$ cat config.mk
export PLATFORM = sky130hd
export DESIGN_NAME = rc5_decrypt_core
export DESIGN_NICKNAME = d
export VERILOG_FILES = /design/src/rtl/rc5_decrypt_core.sv
export SDC_FILE = /design/constraint.sdc
export NUM_CORES = 2
export LEC_CHECK = 0
export ABC_AREA = 1
export CAP_MARGIN = 20
export CORE_UTILIZATION = 50
export DETAILED_ROUTE_END_ITERATION = 16
export DONT_BUFFER_PORTS = 1
export PLACE_DENSITY = 0.68
export SYNTH_ARGS = -nofsm -noshare
export SYNTH_HDL_FRONTEND = slang
export SYNTH_SLANG_ARGS = --single-unit
export TNS_END_PERCENT = 30
$ cat constraint.sdc
create_clock -name clk -period 4.36 [get_ports clk]
set_input_delay 1.308 -clock clk [delete_from_list [all_inputs] [get_ports clk]]
set_output_delay 1.308 -clock clk [all_outputs]
set_load 0.02 [all_outputs]
$ cat src/rtl/rc5_decrypt_core.sv
// Iterative RC5-16/r/b decryption engine: one full round per clock, loadable
// 34-entry subkey table, start/done handshake.
module rc5_decrypt_core #(
  parameter int unsigned W          = 16,
  parameter int unsigned MAX_ROUNDS = 16
) (
  input  logic             clk,
  input  logic             rst,
  input  logic             start,
  input  logic [4:0]       num_rounds,
  input  logic [2*W-1:0]   d_in,
  input  logic             sk_we,
  input  logic [5:0]       sk_addr,
  input  logic [W-1:0]     sk_data,
  output logic [2*W-1:0]   d_out,
  output logic             busy,
  output logic             done
);

  localparam int unsigned SK_N = 2 * (MAX_ROUNDS + 1);
  localparam int unsigned LG   = $clog2(W);

  typedef enum logic [1:0] {
    IDLE  = 2'd0,
    ROUND = 2'd1,
    FINAL = 2'd2,
    DONE  = 2'd3
  } state_t;

  state_t           r_state;
  state_t           w_state_nxt;
  logic [W-1:0]     r_a;
  logic [W-1:0]     r_b;
  logic [4:0]       r_cnt;
  logic [2*W-1:0]   r_d_out;
  logic             r_busy;
  logic             r_done;
  logic [W-1:0]     r_sk [SK_N];

  logic [4:0]       w_cnt_ld;
  logic [5:0]       w_idx;
  logic [W-1:0]     w_b_new;
  logic [W-1:0]     w_a_new;

  function automatic logic [W-1:0] rotr(input logic [W-1:0] x, input logic [LG-1:0] n);
    logic [2*W-1:0] t;
    t = {x, x} >> n;
    return t[W-1:0];
  endfunction

  assign w_cnt_ld = (num_rounds > 5'(MAX_ROUNDS)) ? 5'(MAX_ROUNDS) : num_rounds;
  assign w_idx    = {r_cnt, 1'b0};

  // Inverse round: B is undone first, then A using the recovered B.
  always_comb begin
    w_b_new = rotr(r_b - r_sk[w_idx + 6'd1], r_a[LG-1:0]) ^ r_a;
    w_a_new = rotr(r_a - r_sk[w_idx], w_b_new[LG-1:0]) ^ w_b_new;
  end

  always_comb begin
    w_state_nxt = r_state;
    case (r_state)
      IDLE:  if (start) w_state_nxt = (w_cnt_ld != 5'd0) ? ROUND : FINAL;
      ROUND: if (r_cnt == 5'd1) w_state_nxt = FINAL;
      FINAL: w_state_nxt = DONE;
      DONE:  w_state_nxt = IDLE;
      default: w_state_nxt = IDLE;
    endcase
  end

  always_ff @(posedge clk) begin
    if (rst) begin
      r_state <= IDLE;
      r_busy  <= 1'b0;
      r_done  <= 1'b0;
    end else begin
      r_state <= w_state_nxt;
      r_busy  <= (w_state_nxt != IDLE);
      r_done  <= (w_state_nxt == DONE);
    end
  end

  always_ff @(posedge clk) begin
    if (rst) begin
      r_a     <= '0;
      r_b     <= '0;
      r_cnt   <= '0;
      r_d_out <= '0;
    end else begin
      case (r_state)
        IDLE: if (start) begin
          r_a   <= d_in[W-1:0];
          r_b   <= d_in[2*W-1:W];
          r_cnt <= w_cnt_ld;
        end
        ROUND: begin
          r_a   <= w_a_new;
          r_b   <= w_b_new;
          r_cnt <= r_cnt - 5'd1;
        end
        FINAL: r_d_out <= {r_b - r_sk[1], r_a - r_sk[0]};
        default: ;
      endcase
    end
  end

  // Table is writable only in IDLE so it stays stable during an operation.
  always_ff @(posedge clk) begin
    if (rst) begin
      for (int i = 0; i < int'(SK_N); i++) r_sk[i] <= '0;
    end else if (r_state == IDLE && sk_we && sk_addr < 6'(SK_N)) begin
      r_sk[sk_addr] <= sk_data;
    end
  end

  assign d_out = r_d_out;
  assign busy  = r_busy;
  assign done  = r_done;

endmodule
==> flow_summary.ini <==
[placement]
gp_congestion = 0.9725
port_buffers = 0
hpwl_microns = 104000
dp.cells = 6807
pre_cts_slack_ns = -0.5103

[cts]
cts_tree = done
clock_path_buffers = 3
clockRootBuffer = clkbuf_16
cts.sinks = 1102
h-tree-depth = 3
clk_pin_slew_ns = 0.07
insertion_delay_ns = 0.72
numCtsBuffers = 111

[sta]
timing.setup.tns_ns = -7.444
max_freq_mhz = 207.2
finalClockSkew_ns = 0.03678
hold_violations = 0
slew_violations = 0
rsz0062_at_grt = true
maxSlewHeadroom_pct = 34.43
setup_violations = 28
period_needed_ns = 4.826
whs_ns = 0.5251
worst_pin_slew_ns = 0.9732
post-route-period-util_pct = 110.7
setup_slack_ns = -0.4658

[grt]
antenna_found_initial = 5
overflow = 0
grt_usage_pct = 29.49
grt_pass1_vias = 38030
grt_max_degree = 59
grt_pass1_wl_microns = 227500

[logic_synthesis]
synth_largest_area_cell = edfxtp_1
ys_async_sr_fraction_pct = 0
synth_warnings = 0
synth.avg_cell_area_sq_um = 10.35
yosysSeqAreaShare_pct = 64.05
syn_area_sq_um = 50450
netlist.area_leader.share_pct = 60.95
synth_area_leaders = edfxtp_1 (61%), nor2_1 (8.5%), o21ai_0 (6.1%)
syn_inst = 4872
synth_ff_type = edfxtp_1
synth_edf_count = 1024
yosysUniqueCellTypes = 56
ys_ff_latch = 1102

[cells_and_area]
final_common_cell = nor2_1
syn_to_final_growth_pct = 23.47
fillCellCount = 8028
mostFrequentLayoutCells = nor2_1 (1,131), edfxtp_1 (1,024), o21ai_0 (564)
regArea_sq_um = 32330
layoutNonFillerInstCount = 7058
drive_above_1_share_pct = 16.46
nets = 5791
multi_input_area_sq_um = 18470
post-route-util_pct = 62.29

[min_path]
hold_path_class = flip-flop to flip-flop

[floorplanning]
chipHeight_microns = 319.6
dieArea_sq_um = 102200
start_util_pct = 50.45
rows = 116
die-width_microns = 319.6
core_area_sq_um = 100000
top_level_ports = 97

[outcome]
status = finished, violations left
violations = negative setup slack

[worst_setup_path]
worst-endpoint-arrival_ns = 5.41
path_common_cell = nand2_1
worst-path-max-fanout = 8
critPathRequiredTime_ns = 4.95
cp_slowest_cell = dfxtp_4
crit_type = flip-flop to flip-flop
crit_path_max_incr_delay_ns = 0.36
critical_path.startpoint_type = flip-flop
end_kind = flip-flop

[pwr]
irDropWorstVdd_mv = 0.4704
p_per_area_nw_per_um2 = 583.2
leakage_nw = 24.61

[routing]
wire_per_inst_microns = 21.88
drtAntennaViolNets = 0
dr.pass1.iters = 7
dr_total_vias = 40290
drc = 0
dr.first_iter.drc_count = 4687
routed_via_density = 5.709
finalWirelength_microns = 154400

[run]
maxCapViolCount = 0
through the flow:
stage | instance area, sq um | power, mW
after floorplan | 52270 | 19.68
final | 62290 | 36.33
after global routing | 62280 | 38.01
after global placement | 57080 | 24.64
after detailed placement | 57080 | 24.66
after CTS | 61330 | 34.99
what timing repair did:
item,4_1_cts,5_1_grt
pin swaps,15,75
gates resized for setup,80,171
hold buffers,0,0
hold endpoints to repair,0,0
buffers inserted,6,17
cloned,5,11
setup endpoints to repair,30,32
worst paths after layout:
check        depth (start not counted)  endpoint  slack, ns      from
max reg2reg                         33   r_a[10]      -0.47  r_cnt[0]
min reg2reg                          2   r_b[14]       0.53   r_b[14]
min                                  2   r_b[14]       0.53   r_b[14]
max                                 33   r_a[10]      -0.47  r_cnt[0]
cells in the mapped netlist, drive strengths merged (33+ instances only):
library cell / n
o211ai: 33
clkbuf: 301
buf: 49
a21oi: 114
inv: 210
dfxtp: 78
xor2: 54
o22ai: 91
o21ai: 639
nor2: 1150
o221ai: 148
ha: 63
nand2: 531
edfxtp: 1024
nand3: 249
final cells by class:
class	instances	area share, %
clock buffers	135	4.795
flip-flops and latches	1102	51.90
inverters	215	1.364
diodes	2	0.008035
clock inverters	75	1.328
multi-input cells	3684	29.65
repair buffers	544	8.302
well taps	1298	2.607
repair inverters	3	0.04620
sequential cells by signal, indices dropped and copies added (netlist names), named ones only:
register	flops
r_a	16
r_sk	1024
busy	1
r_b	16
done	1
r_state	2
r_cnt	5
d_out	32
critical path, delay by kind of cell (launching register included):
family / cells / cell delay (ns)
AO/OA/AOI/OAI: 6 / 0.79
adder cells (fa/ha/maj): 1 / 0.35
buffers and inverters: 9 / 1.05
flip-flops: 1 / 0.36
AND/OR/NAND/NOR: 17 / 2.14
cell families after synthesis:
| logic type | after synthesis | share of synthesized area (%) |
|---|---|---|
| DFF | 1102 | 64.05 |
| other | 1 | 0.007434 |
| and+or+nand+nor | 1979 | 15.86 |
| adders and majority gates | 67 | 1.721 |
| xor gates and xnor gates | 62 | 1.076 |
| AOI/OAI and AO/OA | 1096 | 12.80 |
| buffers and inverters | 565 | 4.494 |
where the power goes:
part	switching, mW	internal [mW]
clock	4.12	5.83
sequential	0.381	12.1
combinational	8.33	5.57
total	12.8	23.5
metal layers:
layer	routed length, microns	share of wire [%]	GRT usage [%]
met2	70720	46	46.35
met3	17310	11	6.560
met1	61380	40	40.24
met4	4995	3.2	10.64
met5	26	0.017	0
Power figures use the tool's default switching activity.
